`src/rtl/uart_instruction_transmitter.sv`:
```
// UART sender for instruction words. A 2-entry FIFO feeds a framer that puts
// a start bit, DATA_BITS data bits (LSB first) and STOP_BITS stop bits on tx.
module uart_instruction_transmitter #(
  parameter int BAUD_DIVIDER = 434,
  parameter int DATA_BITS    = 15,
  parameter int STOP_BITS    = 1
) (
  input  logic                 clk,
  input  logic                 reset,
  input  logic [DATA_BITS-1:0] instruction_in,
  input  logic                 instruction_valid,
  output logic                 instruction_ready,
  output logic                 tx,
  output logic                 busy,
  output logic                 transmission_done
);

  localparam int BAUD_W = (BAUD_DIVIDER > 0) ? $clog2(BAUD_DIVIDER + 1) : 1;
  localparam int BIT_W  = (DATA_BITS > 1) ? $clog2(DATA_BITS) : 1;
  localparam logic [BAUD_W-1:0] BAUD_LAST = BAUD_W'(BAUD_DIVIDER);
  localparam logic [BIT_W-1:0]  BIT_LAST  = BIT_W'(DATA_BITS - 1);
  localparam logic              STOP_LAST = (STOP_BITS > 1) ? 1'b1 : 1'b0;

  typedef enum logic [1:0] {
    IDLE  = 2'd0,
    START = 2'd1,
    DATA  = 2'd2,
    STOP  = 2'd3
  } state_t;

  state_t               state_r, state_next_s;
  logic [DATA_BITS-1:0] fifo_mem_r [2];
  logic                 wr_ptr_r;
  logic                 rd_ptr_r;
  logic [1:0]           count_r;
  logic [1:0]           count_next_s;
  logic [DATA_BITS-1:0] head_s;
  logic                 push_s;
  logic                 pop_s;

  logic [DATA_BITS-1:0] shift_r, shift_next_s;
  logic [BAUD_W-1:0]    baud_cnt_r, baud_next_s;
  logic [BIT_W-1:0]     bit_cnt_r, bit_next_s;
  logic                 stop_cnt_r, stop_next_s;
  logic                 tx_r, tx_next_s;
  logic                 done_r, done_next_s;
  logic                 busy_r;
  logic                 ready_r;

  assign instruction_ready = ready_r;
  assign tx                = tx_r;
  assign busy              = busy_r;
  assign transmission_done = done_r;

  // FIFO push/pop decode and occupancy update
  always_comb begin
    push_s = instruction_valid && ready_r;
    head_s = fifo_mem_r[rd_ptr_r];
    case ({push_s, pop_s})
      2'b10:   count_next_s = count_r + 2'd1;
      2'b01:   count_next_s = count_r - 2'd1;
      default: count_next_s = count_r;
    endcase
  end

  // FIFO storage and pointers; ready tracks the post-update occupancy
  always_ff @(posedge clk) begin
    if (reset) begin
      fifo_mem_r[0] <= {DATA_BITS{1'b0}};
      fifo_mem_r[1] <= {DATA_BITS{1'b0}};
      wr_ptr_r      <= 1'b0;
      rd_ptr_r      <= 1'b0;
      count_r       <= 2'd0;
      ready_r       <= 1'b1;
    end else begin
      if (push_s) begin
        fifo_mem_r[wr_ptr_r] <= instruction_in;
        wr_ptr_r             <= ~wr_ptr_r;
      end
      if (pop_s) begin
        rd_ptr_r <= ~rd_ptr_r;
      end
      count_r <= count_next_s;
      ready_r <= (count_next_s != 2'd2);
    end
  end

  // Framer next-state and next-output logic
  always_comb begin
    state_next_s = state_r;
    shift_next_s = shift_r;
    baud_next_s  = baud_cnt_r;
    bit_next_s   = bit_cnt_r;
    stop_next_s  = stop_cnt_r;
    tx_next_s    = tx_r;
    done_next_s  = 1'b0;
    pop_s        = 1'b0;
    case (state_r)
      IDLE: begin
        tx_next_s = 1'b1;
        if (count_r != 2'd0) begin
          pop_s        = 1'b1;
          shift_next_s = head_s;
          tx_next_s    = 1'b0;
          baud_next_s  = {BAUD_W{1'b0}};
          state_next_s = START;
        end else begin
          state_next_s = IDLE;
        end
      end
      START: begin
        if (baud_cnt_r == BAUD_LAST) begin
          baud_next_s  = {BAUD_W{1'b0}};
          tx_next_s    = shift_r[0];
          shift_next_s = shift_r >> 1;
          bit_next_s   = {BIT_W{1'b0}};
          state_next_s = DATA;
        end else begin
          baud_next_s = baud_cnt_r + BAUD_W'(1);
        end
      end
      DATA: begin
        if (baud_cnt_r == BAUD_LAST) begin
          baud_next_s = {BAUD_W{1'b0}};
          if (bit_cnt_r == BIT_LAST) begin
            tx_next_s    = 1'b1;
            stop_next_s  = 1'b0;
            state_next_s = STOP;
          end else begin
            tx_next_s    = shift_r[0];
            shift_next_s = shift_r >> 1;
            bit_next_s   = bit_cnt_r + BIT_W'(1);
          end
        end else begin
          baud_next_s = baud_cnt_r + BAUD_W'(1);
        end
      end
      STOP: begin
        if (baud_cnt_r == BAUD_LAST) begin
          baud_next_s = {BAUD_W{1'b0}};
          if (stop_cnt_r == STOP_LAST) begin
            done_next_s = 1'b1;
            // A queued word starts immediately so frames run back-to-back
            if (count_r != 2'd0) begin
              pop_s        = 1'b1;
              shift_next_s = head_s;
              tx_next_s    = 1'b0;
              state_next_s = START;
            end else begin
              tx_next_s    = 1'b1;
              state_next_s = IDLE;
            end
          end else begin
            stop_next_s = 1'b1;
          end
        end else begin
          baud_next_s = baud_cnt_r + BAUD_W'(1);
        end
      end
      default: begin
        tx_next_s    = 1'b1;
        state_next_s = IDLE;
      end
    endcase
  end

  // Framer state register and registered line outputs
  always_ff @(posedge clk) begin
    if (reset) begin
      state_r    <= IDLE;
      shift_r    <= {DATA_BITS{1'b0}};
      baud_cnt_r <= {BAUD_W{1'b0}};
      bit_cnt_r  <= {BIT_W{1'b0}};
      stop_cnt_r <= 1'b0;
      tx_r       <= 1'b1;
      done_r     <= 1'b0;
      busy_r     <= 1'b0;
    end else begin
      state_r    <= state_next_s;
      shift_r    <= shift_next_s;
      baud_cnt_r <= baud_next_s;
      bit_cnt_r  <= bit_next_s;
      stop_cnt_r <= stop_next_s;
      tx_r       <= tx_next_s;
      done_r     <= done_next_s;
      busy_r     <= (state_next_s != IDLE);
    end
  end

endmodule

```
`config.mk`:
```
export PLATFORM = sky130hd
export DESIGN_NAME = uart_instruction_transmitter
export DESIGN_NICKNAME = d
export VERILOG_FILES = /design/src/rtl/uart_instruction_transmitter.sv
export SDC_FILE = /design/constraint.sdc
export NUM_CORES = 1
export LEC_CHECK = 0
export CAP_MARGIN = 20
export CORE_ASPECT_RATIO = 0.9
export CORE_MARGIN = 4
export CORE_UTILIZATION = 40
export CTS_BUF_LIST = sky130_fd_sc_hd__clkbuf_16
export CTS_CLUSTER_DIAMETER = 60
export CTS_CLUSTER_SIZE = 10
export DETAILED_ROUTE_END_ITERATION = 7
export SYNTH_ARGS = -nofsm -noshare
export SYNTH_HDL_FRONTEND = slang
export SYNTH_SLANG_ARGS = --single-unit
```
`constraint.sdc`:
```
create_clock -name clk -period 2.9 [get_ports clk]
set_input_delay 0.725 -clock clk [delete_from_list [all_inputs] [get_ports clk]]
set_output_delay 0.725 -clock clk [all_outputs]
set_load 0.01 [all_outputs]
```
======== Word-level counts from Yosys, hierarchy flattened ========
Memories as Yosys holds them, arrays and structs flattened. A register that Yosys moved wholly into a read port is not among the register bits.
Index checks and enable logic that the tools add are counted.
storage, ports and cells
  RAM bits ................................ 30
  register bits after elaboration ......... 39
  memories kept ........................... 1
  input bits .............................. 18
  output and inout bits ................... 4
cells by class
  reduce and logical (&&, ||, !) cells .... 13
  bitwise logic cells ..................... 4
  equality and inequality tests ........... 15
  muxes and demuxes ....................... 49
  add/subtract/negate cells ............... 4
memory list
  name        words  bits a word  read ports  clocked after Yosys merged registers in  wr ports  RTL line  text
  fifo_mem_r  2      15           1           1                                        2         32        logic [DATA_BITS-1:0] fifo_mem_r [2];
operators by type and width
  operator                                                         number
  15-bit two-way mux                                               7
  15-bit one-hot mux with 4 select lines                           1
  1-bit two-way mux                                                24
  9-bit two-way mux                                                2
  9-bit one-hot mux with 2 select lines                            1
  2-bit inequality test, second input constant                     8
  15-bit OR reduction                                              1
  4-bit two-way mux                                                3
  4-bit AND reduction                                              3
  2-bit two-way mux                                                5
  9-bit by 1-bit adder with 9-bit output, second input constant    1
  9-bit == test, second input constant                             1
  2-bit one-hot mux with 4 select lines                            1
  4-bit one-hot mux with 2 select lines                            1
  2-bit nonzero test                                               4
  2-bit == test, second input constant                             3
  3-bit OR reduction                                               2
  5-bit AND reduction                                              1
  4-bit by 1-bit adder with 4-bit output, second input constant    1
  2-bit by 1-bit == test with 1-bit output, second input constant  2
  4-bit == test, second input constant                             1
  1-bit inverter                                                   4
  1-bit one-hot mux with 2 select lines                            2
  1-bit one-hot mux with 4 select lines                            1
  5 further kinds                                                  5

======== Longest topological paths before layout ========
Gate-level depths: netlist (run 1).
  word-level depth ........................ 8
  depth in mapped cells ................... 11
  depth with buffers taken out ............ 10

======== Least setup slack after synthesis (run 1) ========
OpenSTA, ideal clock, no wires.
  path kind ............................... flip-flop to flip-flop
  start point ............................. register baud_cnt_r[0]
  end point ............................... register ready_r (netlist: instruction_ready)
  library setup time ...................... 0.121 ns
  slack ................................... 0.692 ns
  stages on the path, launching flop included .. 11
  arrival time ............................ 2.087 ns
  cell sequence ........................... dfxtp_1 -> inv_1 -> ha_1 -> and4b_1 -> buf_6 -> a31oi_1 -> nor3_2 -> ha_1 -> or3_1 -> a21oi_1 -> nand2_1
on the way
  longest elaborated chain between the ends .. 6
  elaborated cells between the ends (all ways) .. 7
  classes of those cells .................. eq/ne (4); mux (3)
ends and longest elaborated chain
  item                                                                       RTL line  text
  start: declaration                                                         42        logic [BAUD_W-1:0] baud_cnt_r, baud_next_s;
  start signal: assignment                                                   172       baud_cnt_r <= {BAUD_W{1'b0}};
  start signal: assignment                                                   181       baud_cnt_r <= baud_next_s;
  9-bit == test *                                                            139       if (baud_cnt_r == BAUD_LAST) begin
  1-bit two-way mux *                                                        139
  1-bit one-hot mux with 2 select lines *                                    98        case (state_r)
  net pop_s                                                                  39        logic pop_s;
  2-bit by 1-bit == test with 1-bit output or 2-bit == test (tied branches)  59        case ({push_s, pop_s})
  2-bit one-hot mux with 2 select lines *                                    59
  2-bit inequality test *                                                    84        ready_r <= (count_next_s != 2'd2);
  end signal: assignment                                                     84
  end: declaration                                                           48        logic ready_r;
The timed path passes the listed nets; every way through them passes the cells marked *.
A chain may end at the register's enable or synchronous reset.

======== Final worst setup path (run 1) ========
  start point ............................. register baud_cnt_r[1]
  end point ............................... register ready_r (netlist: instruction_ready)
The elaborated chain is that of the path after synthesis.

==> impl_results.html, run 1 <==
<table>
<tr><th>Metric</th><th>Value</th></tr>
<tr><th colspan="2">Setup path</th></tr>
<tr><td>Maximum net fanout on the critical path</td><td>9</td></tr>
<tr><td>Required time at the endpoint of the critical path</td><td>3.11 ns</td></tr>
<tr><td>Crit path arrival time</td><td>2.74 ns</td></tr>
<tr><td>Critical Setup Path Class</td><td>flip-flop to flip-flop</td></tr>
<tr><td>Kind of end point of the critical path</td><td>flip-flop</td></tr>
<tr><td>Startpoint Class</td><td>flip-flop</td></tr>
<tr><td>Slowest CP cell</td><td>sky130_fd_sc_hd__and4b_1</td></tr>
<tr><td>CP cell instances</td><td>ha_1 -&gt; and4b_1 -&gt; a31oi_1 -&gt; nor3_2 -&gt; ha_1 -&gt; or3_1 -&gt; a21oi_1 -&gt; nand2_1</td></tr>
<tr><td>Maximum cell stage delay along the critical path</td><td>0.49 ns</td></tr>
<tr><td>Most used cell, CP</td><td>sky130_fd_sc_hd__ha_1</td></tr>
<tr><td>Minimum setup slack among reg-to-reg paths</td><td>0.37 ns</td></tr>
<tr><th colspan="2">Route</th></tr>
<tr><td>Routed length per instance</td><td>14.23 um</td></tr>
<tr><td>Via density</td><td>5.349</td></tr>
<tr><td>Via total after detailed routing</td><td>2423</td></tr>
<tr><td>DR iter-0 viols</td><td>143</td></tr>
<tr><td>Number of iterations in the first detailed-routing pass</td><td>4</td></tr>
<tr><td>Antenna-violating nets left</td><td>0</td></tr>
<tr><td>DRC violation count after routing</td><td>0</td></tr>
<tr><td>Total wire length after detailed routing</td><td>6448 um</td></tr>
<tr><th colspan="2">Clock tree</th></tr>
<tr><td>Clk sinks</td><td>69</td></tr>
<tr><td>Maximum level of the CTS H-tree</td><td>3</td></tr>
<tr><td>CTS hold repair buffers</td><td>0</td></tr>
<tr><td>Post-CTS setup repair buffer count</td><td>0</td></tr>
<tr><td>Clk slew on worst S/H paths</td><td>0.05 ns</td></tr>
<tr><td>Clock latency at the later pin of the worst-skew pair</td><td>0.33 ns</td></tr>
<tr><td>Library cell used as clock root buffer</td><td>sky130_fd_sc_hd__clkbuf_16</td></tr>
<tr><td>Number of buffers created by CTS</td><td>9</td></tr>
<tr><td>Post-CTS resize count</td><td>0</td></tr>
<tr><td>CTS tree</td><td>built</td></tr>
<tr><td>CTS Buffer Depth</td><td>2</td></tr>
<tr><th colspan="2">Global routing</th></tr>
<tr><td>Total routing resource utilization after global routing</td><td>0.1368</td></tr>
<tr><td>Pin count of the biggest net entering global routing</td><td>24</td></tr>
<tr><td>Global route total overflow</td><td>0</td></tr>
<tr><td>First-pass GRT wire length</td><td>10830 um</td></tr>
<tr><td>Initial antenna violation count</td><td>0</td></tr>
<tr><td>Via count of the first global-routing pass</td><td>2243</td></tr>
<tr><th colspan="2">Power and ir drop</th></tr>
<tr><td>Leakage</td><td>0.001368 uW</td></tr>
<tr><td>Part of the total power dissipated in combinational logic</td><td>0.305</td></tr>
<tr><td>Sequential share of power</td><td>0.384</td></tr>
<tr><td>Share of total power in the clock network</td><td>0.311</td></tr>
<tr><td>Switching Share</td><td>0.3318</td></tr>
<tr><td>Pwr per Cell Area</td><td>881.9 mW/mm2</td></tr>
<tr><td>Worst supply voltage drop on vdd</td><td>0.4634 mV</td></tr>
<tr><td>Net switching power of the design</td><td>1140 uW</td></tr>
<tr><td>Total power after layout</td><td>3435 uW</td></tr>
<tr><td>Internal power consumption</td><td>2295 uW</td></tr>
<tr><th colspan="2">Yosys</th></tr>
<tr><td>Portion of the post-synthesis area used by sequential elements</td><td>0.5022</td></tr>
<tr><td>Cell area after technology mapping</td><td>0.003348 mm2</td></tr>
<tr><td>Synth unique cells</td><td>51</td></tr>
<tr><td>Mapped Avg Cell Area</td><td>10.21 um2</td></tr>
<tr><td>Yosys warns</td><td>0</td></tr>
<tr><td>FF+latch count, synth</td><td>69</td></tr>
<tr><td>Count of flip-flops with a built-in enable after synthesis</td><td>30</td></tr>
<tr><td>Total nets after synthesis</td><td>355</td></tr>
<tr><td>Post-synth top flop</td><td>sky130_fd_sc_hd__dfxtp_1</td></tr>
<tr><td>Number of standard cells after synthesis</td><td>328</td></tr>
<tr><td>Share of flip-flops with an asynchronous set or reset</td><td>0</td></tr>
<tr><th colspan="2">Place</th></tr>
<tr><td>Number of buffer cells added on primary ports</td><td>21</td></tr>
<tr><td>Weighted congestion reported at the end of routability-driven placement</td><td>0.8498</td></tr>
<tr><td>Placement Cell Area</td><td>0.003603 mm2</td></tr>
<tr><td>DP Wirelength</td><td>4206 um</td></tr>
<tr><td>Placed cell count</td><td>437</td></tr>
<tr><th colspan="2">Timing</th></tr>
<tr><td>Worst hold slack</td><td>0.4733 ns</td></tr>
<tr><td>Max-slew headroom</td><td>0.7026</td></tr>
<tr><td>Setup_tns</td><td>0 ns</td></tr>
<tr><td>Number of pins with negative max-slew slack in the final report</td><td>0</td></tr>
<tr><td>Transition time at the pin with the least slew margin</td><td>0.4457 ns</td></tr>
<tr><td>Maximum clock skew at final layout</td><td>0.006318 ns</td></tr>
<tr><td>Setup repair after global routing missed its margin</td><td>no</td></tr>
<tr><td>Minimum clock period</td><td>2.527 ns</td></tr>
<tr><td>Setup-violating endpoint count in the final report</td><td>0</td></tr>
<tr><td>Final Hold Violating Endpoints</td><td>0</td></tr>
<tr><td>Peak Freq</td><td>395.7 MHz</td></tr>
<tr><td>Part of the cycle the worst path needs</td><td>0.8714</td></tr>
<tr><th colspan="2">Die</th></tr>
<tr><td>Ports</td><td>22</td></tr>
<tr><td>Die Y</td><td>94.80 um</td></tr>
<tr><td>Die Area</td><td>0.009900 mm2</td></tr>
<tr><td>Number of placement rows</td><td>31</td></tr>
<tr><td>Die Wd</td><td>104.4 um</td></tr>
<tr><td>Effective utilization at floorplan</td><td>0.4130</td></tr>
<tr><td>Floorplan core area</td><td>0.008107 mm2</td></tr>
<tr><th colspan="2">Cells and area</th></tr>
<tr><td>Design Area, Final</td><td>0.003895 mm2</td></tr>
<tr><td>Sequential cell area</td><td>0.001682 mm2</td></tr>
<tr><td>Filler cells</td><td>753</td></tr>
<tr><td>Layout Area Growth over Synthesis</td><td>16.33%</td></tr>
<tr><td>Ant. Diodes</td><td>0</td></tr>
<tr><td>Total area of multi-input combinational cells</td><td>0.001498 mm2</td></tr>
<tr><td>Final-stage net count</td><td>376</td></tr>
<tr><td>Proportion of layout cells with a drive suffix above 1</td><td>0.09605</td></tr>
<tr><td>Number of cells in the finished layout apart from fillers</td><td>453</td></tr>
<tr><th colspan="2">Outcome</th></tr>
<tr><td>Run status</td><td>complete, no violations</td></tr>
<tr><th colspan="2">Min path</th></tr>
<tr><td>Worst min-delay path class</td><td>flip-flop to flip-flop</td></tr>
<tr><th colspan="2">Run</th></tr>
<tr><td>Maxcap violations</td><td>0</td></tr>
</table>
[sequential cells by signal (all words and copies together) (netlist names), named ones only]
| name | count |
|---|---|
| baud_cnt_r | 9 |
| count_r | 2 |
| tx | 1 |
| wr_ptr_r | 1 |
| fifo_mem_r | 30 |
| bit_cnt_r | 4 |
| busy | 1 |
| state_r | 2 |
| rd_ptr_r | 1 |
| shift_r | 15 |
| instruction_ready | 1 |
| transmission_done | 1 |
[cell type report]
type | count | area share
Clock inverter | 7 | 0.01703
Inverter | 6 | 0.005782
Timing Repair Buffer | 30 | 0.07131
Clock buffer | 9 | 0.05782
Sequential cell | 69 | 0.4317
Multi-Input combinational cell | 233 | 0.3845
Tap cell | 99 | 0.03180
[through the flow]
step / setup slack, ns / utilization
3_3_place_gp: 0.4969 / 0.4445
5_1_grt: 0.2287 / 0.4805
6_report: 0.3729 / 0.4805
2_1_floorplan: 0.6923 / -
4_1_cts: 0.3794 / 0.4805
3_5_place_dp: 0.4042 / 0.4445
[cells in the mapped netlist, types with 2 or more instances]
cell type | n | area (um2)
sky130_fd_sc_hd__nand2b_1 | 2 | 12.51
sky130_fd_sc_hd__a31oi_1 | 2 | 12.51
sky130_fd_sc_hd__and3_2 | 2 | 15.01
sky130_fd_sc_hd__a211oi_1 | 2 | 15.01
sky130_fd_sc_hd__a311oi_1 | 7 | 61.31
sky130_fd_sc_hd__inv_1 | 6 | 22.52
sky130_fd_sc_hd__and3_1 | 2 | 12.51
sky130_fd_sc_hd__nand3_1 | 22 | 110.1
sky130_fd_sc_hd__and2_1 | 31 | 193.9
sky130_fd_sc_hd__nor2_1 | 10 | 37.54
sky130_fd_sc_hd__o21ai_0 | 38 | 190.2
sky130_fd_sc_hd__buf_6 | 6 | 67.56
sky130_fd_sc_hd__mux2i_1 | 16 | 160.2
sky130_fd_sc_hd__buf_2 | 2 | 10.01
sky130_fd_sc_hd__or2_2 | 2 | 12.51
sky130_fd_sc_hd__a21oi_1 | 25 | 125.1
sky130_fd_sc_hd__mux2_2 | 2 | 22.52
sky130_fd_sc_hd__a21oi_4 | 2 | 32.53
sky130_fd_sc_hd__ha_1 | 9 | 112.6
sky130_fd_sc_hd__clkbuf_1 | 9 | 33.78
sky130_fd_sc_hd__nor3_1 | 3 | 15.01
sky130_fd_sc_hd__a41oi_1 | 3 | 26.28
sky130_fd_sc_hd__nand2_1 | 24 | 90.09
sky130_fd_sc_hd__xor2_1 | 2 | 17.52
sky130_fd_sc_hd__edfxtp_1 | 30 | 900.9
sky130_fd_sc_hd__nor3b_1 | 2 | 15.01
sky130_fd_sc_hd__clkbuf_8 | 2 | 27.53
sky130_fd_sc_hd__or3_1 | 3 | 18.77
sky130_fd_sc_hd__dfxtp_1 | 39 | 780.8
sky130_fd_sc_hd__nand4_1 | 2 | 12.51
[per-layer routing]
metal | track usage | share of wire | up-vias
met3 | 0.04853 | 0.047 | 9
met4 | 0.03876 | 0.013 | 0
met1 | 0.1778 | 0.49 | 1134
li1 | - | - | 1234
met5 | 0 | 0 | -
met2 | 0.2161 | 0.45 | 46
[critical path: cells and delay by family, from the launching register on]
| kind | cells | cell delay, ns |
|---|---|---|
| DFF | 1 | 0.42 |
| adders and majority gates | 2 | 0.51 |
| AOI/OAI and AO/OA | 2 | 0.36 |
| and+or+nand+nor | 4 | 1.12 |
[cells in the final DEF (no fill, tap or decap), types with 2 or more instances in the layout]
cell type	count
sky130_fd_sc_hd__a211oi_1	2
sky130_fd_sc_hd__a21oi_1	25
sky130_fd_sc_hd__a21oi_4	2
sky130_fd_sc_hd__a311oi_1	7
sky130_fd_sc_hd__a31oi_1	2
sky130_fd_sc_hd__a41oi_1	3
sky130_fd_sc_hd__and2_1	31
sky130_fd_sc_hd__and3_1	2
sky130_fd_sc_hd__and3_2	2
sky130_fd_sc_hd__buf_4	9
sky130_fd_sc_hd__clkbuf_16	9
sky130_fd_sc_hd__clkdlybuf4s50_1	21
sky130_fd_sc_hd__clkinvlp_4	2
sky130_fd_sc_hd__dfxtp_1	39
sky130_fd_sc_hd__edfxtp_1	30
sky130_fd_sc_hd__ha_1	9
sky130_fd_sc_hd__inv_1	7
sky130_fd_sc_hd__mux2_2	2
sky130_fd_sc_hd__mux2i_1	16
sky130_fd_sc_hd__nand2_1	24
sky130_fd_sc_hd__nand2b_1	2
sky130_fd_sc_hd__nand3_1	22
sky130_fd_sc_hd__nand4_1	2
sky130_fd_sc_hd__nor2_1	10
sky130_fd_sc_hd__nor3_1	3
sky130_fd_sc_hd__nor3b_1	2
sky130_fd_sc_hd__o21ai_0	38
sky130_fd_sc_hd__or2_2	2
sky130_fd_sc_hd__or3_1	3
sky130_fd_sc_hd__xor2_1	2
[cells by family (layout without fill, tap and decap cells)]
logic type | after synthesis | in the layout | share of synthesized area
simple gates | 117 | 117 | 0.1969
fa+ha+maj | 9 | 9 | 0.03363
mux | 18 | 18 | 0.05456
buf+inv | 26 | 52 | 0.05045
compound gates | 86 | 86 | 0.1543
xor+xnor | 3 | 3 | 0.007849
flops | 69 | 69 | 0.5022
[final timing paths]
| check | startpoint | end | depth (start not counted) |
|---|---|---|---|
| max | baud_cnt_r[1] | instruction_ready | 8 |
| min | shift_r[0] | shift_r[0] | 2 |
| max reg2reg | baud_cnt_r[1] | instruction_ready | 8 |
| min reg2reg | shift_r[0] | shift_r[0] | 2 |
[power by group through the flow]
stage          clock network, uW  logic, uW  registers [uW]
6_report                    1070       1050            1320
3_3_place_gp                   0       1030            1330
4_1_cts                     1090       1050            1320
3_5_place_dp                   0       1050            1340
2_1_floorplan                  0        785            1320
5_1_grt                     1130       1170            1340
(Power assumes the default switching activity.)
==> inputs of run 2 (changes only) <==
--- a/config.mk
+++ b/config.mk
@@ -5,6 +5,7 @@
 export SDC_FILE = /design/constraint.sdc
 export NUM_CORES = 1
 export LEC_CHECK = 0
+export ABC_AREA = 1
 export CAP_MARGIN = 20
 export CORE_ASPECT_RATIO = 0.9
 export CORE_MARGIN = 4
==> run 2 against run 1 <==
Net effect:
- sequential power about the same
- clock skew down 0.0014 ns
- clock power shrank 13%
- area after synthesis fell by 2.4%
- cell count is 19% higher
- via count grew 6.0%
- combinational power up 9%
- design area fell by 1.7%
- worst setup slack better by 0.27 ns
- clock-buffer cell count is the same
- wire length up 2.5%
- first-iteration DRC count down 10%
==> impl_results.html, run 2 <==
<table>
<tr><th>Metric</th><th>Value</th></tr>
<tr><th colspan="2">Outcome</th></tr>
<tr><td>Run status</td><td>complete, no violations</td></tr>
<tr><th colspan="2">Clock tree</th></tr>
<tr><td>Library cell used as clock root buffer</td><td>sky130_fd_sc_hd__clkbuf_16</td></tr>
<tr><td>Clock latency at the later pin of the worst-skew pair</td><td>0.33 ns (about the same)</td></tr>
<tr><td>Number of buffers created by CTS</td><td>9 (unchanged)</td></tr>
<tr><td>CTS Buffer Depth</td><td>2 (unchanged)</td></tr>
<tr><td>CTS hold repair buffers</td><td>0 (unchanged)</td></tr>
<tr><td>CTS tree</td><td>built</td></tr>
<tr><td>Post-CTS resize count</td><td>0 (unchanged)</td></tr>
<tr><td>Post-CTS setup repair buffer count</td><td>0 (unchanged)</td></tr>
<tr><td>Clk sinks</td><td>69 (unchanged)</td></tr>
<tr><td>Maximum level of the CTS H-tree</td><td>3 (unchanged)</td></tr>
<tr><td>Clk slew on worst S/H paths</td><td>0.05 ns (about the same)</td></tr>
<tr><th colspan="2">Die</th></tr>
<tr><td>Die Wd</td><td>103.3 um (-1.1%)</td></tr>
<tr><td>Floorplan core area</td><td>0.007732 mm2 (-4.6%)</td></tr>
<tr><td>Number of placement rows</td><td>30 (-3.2%)</td></tr>
<tr><td>Effective utilization at floorplan</td><td>0.4227 (+0.009627)</td></tr>
<tr><td>Ports</td><td>22 (unchanged)</td></tr>
<tr><td>Die Y</td><td>93.75 um (-1.1%)</td></tr>
<tr><td>Die Area</td><td>0.009683 mm2 (-2.2%)</td></tr>
<tr><th colspan="2">Yosys</th></tr>
<tr><td>Most numerous cell in the Yosys netlist</td><td>sky130_fd_sc_hd__nor2_1</td></tr>
<tr><td>FF+latch count, synth</td><td>69 (unchanged)</td></tr>
<tr><td>Portion of the post-synthesis area used by sequential elements</td><td>0.5145 (+0.01231)</td></tr>
<tr><td>Combinational family with the most area after synthesis</td><td>simple AND/OR/NAND/NOR gates</td></tr>
<tr><td>Number of standard cells after synthesis</td><td>412 (+26%)</td></tr>
<tr><td>Share of the synthesized area in the top cell type</td><td>0.2757 (+0.006593)</td></tr>
<tr><td>Cells taking the most area after synthesis</td><td>sky130_fd_sc_hd__edfxtp_1 (28%), sky130_fd_sc_hd__dfxtp_1 (24%), sky130_fd_sc_hd__nor2_1 (12%), sky130_fd_sc_hd__nand2_1 (9.3%), sky130_fd_sc_hd__inv_1 (4.6%)</td></tr>
<tr><td>Total nets after synthesis</td><td>439 (+24%)</td></tr>
<tr><td>Post-synth top flop</td><td>sky130_fd_sc_hd__dfxtp_1</td></tr>
<tr><td>Synth unique cells</td><td>29 (-43%)</td></tr>
<tr><td>Share of flip-flops with an asynchronous set or reset</td><td>0 (unchanged)</td></tr>
<tr><td>Count of flip-flops with a built-in enable after synthesis</td><td>30 (unchanged)</td></tr>
<tr><td>Xor and xnor fraction of the mapped netlist area</td><td>0.002680 (-0.005168)</td></tr>
<tr><td>Yosys warns</td><td>0 (unchanged)</td></tr>
<tr><td>Adder-Cell Fraction of Synth Area</td><td>0.03446 (+0.0008241)</td></tr>
<tr><td>Mux share of post-synthesis cell area</td><td>0 (-0.05456)</td></tr>
<tr><td>Cell area after technology mapping</td><td>0.003268 mm2 (-2.4%)</td></tr>
<tr><td>Yosys top cell by area</td><td>sky130_fd_sc_hd__edfxtp_1</td></tr>
<tr><td>Synth top cells by count</td><td>sky130_fd_sc_hd__nor2_1 (101), sky130_fd_sc_hd__nand2_1 (81), sky130_fd_sc_hd__inv_1 (40), sky130_fd_sc_hd__dfxtp_1 (39), sky130_fd_sc_hd__edfxtp_1 (30)</td></tr>
<tr><td>Fraction of the mapped netlist area in simple logic gates</td><td>0.2822 (+0.08522)</td></tr>
<tr><td>Share of the synthesized area in compound gates (AO/OA/AOI/OAI)</td><td>0.08806 (-0.06628)</td></tr>
<tr><td>Mapped Avg Cell Area</td><td>7.932 um2 (-22%)</td></tr>
<tr><th colspan="2">Route</th></tr>
<tr><td>DR iter-0 viols</td><td>128 (-10%)</td></tr>
<tr><td>DRC violation count after routing</td><td>0 (unchanged)</td></tr>
<tr><td>Total wire length after detailed routing</td><td>6609 um (+2.5%)</td></tr>
<tr><td>Routed length per instance</td><td>12.26 um (-14%)</td></tr>
<tr><td>Via density</td><td>4.766 (-11%)</td></tr>
<tr><td>Antenna-violating nets left</td><td>0 (unchanged)</td></tr>
<tr><td>Number of iterations in the first detailed-routing pass</td><td>4 (unchanged)</td></tr>
<tr><td>Via total after detailed routing</td><td>2569 (+6.0%)</td></tr>
<tr><th colspan="2">Timing</th></tr>
<tr><td>Max-slew headroom</td><td>0.6616 (-0.04103)</td></tr>
<tr><td>Setup_tns</td><td>0 ns (unchanged)</td></tr>
<tr><td>Peak Freq</td><td>444.0 MHz (+12%)</td></tr>
<tr><td>Final Hold Violating Endpoints</td><td>0 (unchanged)</td></tr>
<tr><td>Setup repair after global routing missed its margin</td><td>no</td></tr>
<tr><td>Part of the cycle the worst path needs</td><td>0.7767 (-0.09474)</td></tr>
<tr><td>Maximum clock skew at final layout</td><td>0.004961 ns (-0.001358 ns)</td></tr>
<tr><td>Number of pins with negative max-slew slack in the final report</td><td>0 (unchanged)</td></tr>
<tr><td>Transition time at the pin with the least slew margin</td><td>0.5057 ns (+0.06002 ns)</td></tr>
<tr><td>Minimum clock period</td><td>2.252 ns (-0.2748 ns)</td></tr>
<tr><td>Setup-violating endpoint count in the final report</td><td>0 (unchanged)</td></tr>
<tr><th colspan="2">Cells and area</th></tr>
<tr><td>Leading cell types in the layout, fill and taps excluded</td><td>sky130_fd_sc_hd__nor2_1 (101), sky130_fd_sc_hd__nand2_1 (81), sky130_fd_sc_hd__inv_1 (43)</td></tr>
<tr><td>Layout Area Growth over Synthesis</td><td>17.19%</td></tr>
<tr><td>Proportion of layout cells with a drive suffix above 1</td><td>0.06772 (-0.02833)</td></tr>
<tr><td>Total area of multi-input combinational cells</td><td>0.001331 mm2 (-11%)</td></tr>
<tr><td>Filler cells</td><td>749 (-0.53%)</td></tr>
<tr><td>Register name with the most flops</td><td>fifo_mem_r</td></tr>
<tr><td>Design Area, Final</td><td>0.003830 mm2 (-1.7%)</td></tr>
<tr><td>Sequential cell area</td><td>0.001682 mm2 (unchanged)</td></tr>
<tr><td>Number of flip-flops under the largest register name</td><td>30 (unchanged)</td></tr>
<tr><td>Leading registers by flop count</td><td>fifo_mem_r x30, shift_r x15, baud_cnt_r x9</td></tr>
<tr><td>Final-stage net count</td><td>465 (+24%)</td></tr>
<tr><td>Commonest non-fill, non-tap cell in the layout</td><td>sky130_fd_sc_hd__nor2_1</td></tr>
<tr><td>Ant. Diodes</td><td>0 (unchanged)</td></tr>
<tr><th colspan="2">Setup path</th></tr>
<tr><td>Crit path arrival time</td><td>2.47 ns (-0.27 ns)</td></tr>
<tr><td>Startpoint Class</td><td>flip-flop</td></tr>
<tr><td>Required time at the endpoint of the critical path</td><td>3.12 ns (about the same)</td></tr>
<tr><td>Slowest CP cell</td><td>sky130_fd_sc_hd__dfxtp_1</td></tr>
<tr><td>Maximum cell stage delay along the critical path</td><td>0.31 ns (-0.18 ns)</td></tr>
<tr><td>Kind of end point of the critical path</td><td>flip-flop</td></tr>
<tr><td>Minimum setup slack among reg-to-reg paths</td><td>0.65 ns (+0.27 ns)</td></tr>
<tr><td>Most used cell, CP</td><td>sky130_fd_sc_hd__nand2_1</td></tr>
<tr><td>Maximum net fanout on the critical path</td><td>5 (-4)</td></tr>
<tr><td>Critical Setup Path Class</td><td>flip-flop to flip-flop</td></tr>
<tr><td>CP cell instances</td><td>inv_1 -&gt; ha_1 -&gt; nand2_1 -&gt; nor2_1 -&gt; nand3_1 -&gt; nand2_1 -&gt; nand2_1 -&gt; inv_1 -&gt; ha_1 -&gt; a21oi_1 -&gt; o21ai_0 -&gt; or2_2 -&gt; and3_1</td></tr>
<tr><th colspan="2">Place</th></tr>
<tr><td>Placement Cell Area</td><td>0.003577 mm2 (-0.73%)</td></tr>
<tr><td>Number of buffer cells added on primary ports</td><td>21 (unchanged)</td></tr>
<tr><td>Weighted congestion reported at the end of routability-driven placement</td><td>0.8006 (-5.8%)</td></tr>
<tr><td>DP Wirelength</td><td>4517 um (+7.4%)</td></tr>
<tr><th colspan="2">Power and ir drop</th></tr>
<tr><td>Net switching power of the design</td><td>1197 uW (+5.1%)</td></tr>
<tr><td>Worst supply voltage drop on vdd</td><td>0.5093 mV (+9.9%)</td></tr>
<tr><td>Total power after layout</td><td>3365 uW (-2.0%)</td></tr>
<tr><td>Part of the total power dissipated in combinational logic</td><td>0.338 (+0.033)</td></tr>
<tr><td>Share of total power in the clock network</td><td>0.277 (-0.034)</td></tr>
<tr><td>Leakage</td><td>0.001644 uW (+20%)</td></tr>
<tr><td>Internal power consumption</td><td>2168 uW (-5.6%)</td></tr>
<tr><td>Sequential share of power</td><td>0.385 (about the same)</td></tr>
<tr><td>Pwr per Cell Area</td><td>878.6 mW/mm2 (-0.37%)</td></tr>
<tr><td>Switching Share</td><td>0.3558 (+0.02400)</td></tr>
<tr><th colspan="2">Global routing</th></tr>
<tr><td>Pin count of the biggest net entering global routing</td><td>20 (-17%)</td></tr>
<tr><td>Global route total overflow</td><td>0 (unchanged)</td></tr>
<tr><td>Total routing resource utilization after global routing</td><td>0.1477 (+0.01098)</td></tr>
<tr><td>First-pass GRT wire length</td><td>11120 um (+2.7%)</td></tr>
<tr><td>Via count of the first global-routing pass</td><td>2429 (+8.3%)</td></tr>
<tr><td>Initial antenna violation count</td><td>0 (unchanged)</td></tr>
<tr><th colspan="2">Run</th></tr>
<tr><td>Maxcap violations</td><td>0 (unchanged)</td></tr>
<tr><th colspan="2">Min path</th></tr>
<tr><td>Worst min-delay path class</td><td>flip-flop to flip-flop</td></tr>
</table>
## run 2: path summary, 6_finish.rpt
| path | depth (start not counted) | startpoint | end |
|---|---|---|---|
| worst min-delay path | 2 | shift_r[0] | shift_r[0] |
| worst min register to register | 2 | shift_r[0] | shift_r[0] |
| worst max register to register | 13 | baud_cnt_r[0] | count_r[1] |
| worst max-delay path | 13 | baud_cnt_r[0] | count_r[1] |
## run 2: logic make-up (layout without fill, tap and decap cells)
group,after synthesis,after routing
and+or+nand+nor,221,221
DFF,69,69
buffers and inverters,59,90
AOI/OAI and AO/OA,53,53
adders and majority gates,9,9
xor gates and xnor gates,1,1
## run 2: power groups by stage
stage / logic (uW) / registers [uW] / clock network [uW]
4_1_cts: 1150 / 1300 / 955
5_1_grt: 1310 / 1320 / 998
3_3_place_gp: 1140 / 1310 / 0
6_report: 1140 / 1300 / 932
3_5_place_dp: 1140 / 1320 / 0
2_1_floorplan: 937 / 1300 / 0
## run 2: metal layers
layer | part of all wire | wire length (um) | GRT usage
met1 | 0.52 | 3466 | 0.2059
met2 | 0.44 | 2904 | 0.2163
met3 | 0.031 | 206 | 0.04232
met4 | 0.0047 | 31 | 0.05502
met5 | 0 | 0 | 0
## run 2: through the flow
stage | utilization | setup WS, ns | hold slack [ns] | cells
3_3_place_gp | 0.4626 | 0.5269 | 0.4661 | 523
2_1_floorplan | - | 0.7736 | 0.4473 | 412
4_1_cts | 0.4953 | 0.6686 | 0.4811 | 539
6_report | 0.4953 | 0.6476 | 0.4785 | 539
5_1_grt | 0.4953 | 0.3661 | 0.5016 | 539
3_5_place_dp | 0.4626 | 0.5163 | 0.4692 | 523
## run 2: layout make-up
type,instances,share of cell area
clock inverters,7,0.007187
well taps,96,0.03136
multi-input cells,284,0.3476
repair buffers,29,0.07057
flip-flops and latches,69,0.4391
clock buffers,9,0.05880
inverters,45,0.04541
## run 2: critical path: cells and delay by family (launching register included)
family | cells | cell delay, ns
adder cells (fa/ha/maj) | 2 | 0.42
AO/OA/AOI/OAI | 2 | 0.23
buffers and inverters | 2 | 0.21
AND/OR/NAND/NOR | 7 | 0.99
flip-flops | 1 | 0.31
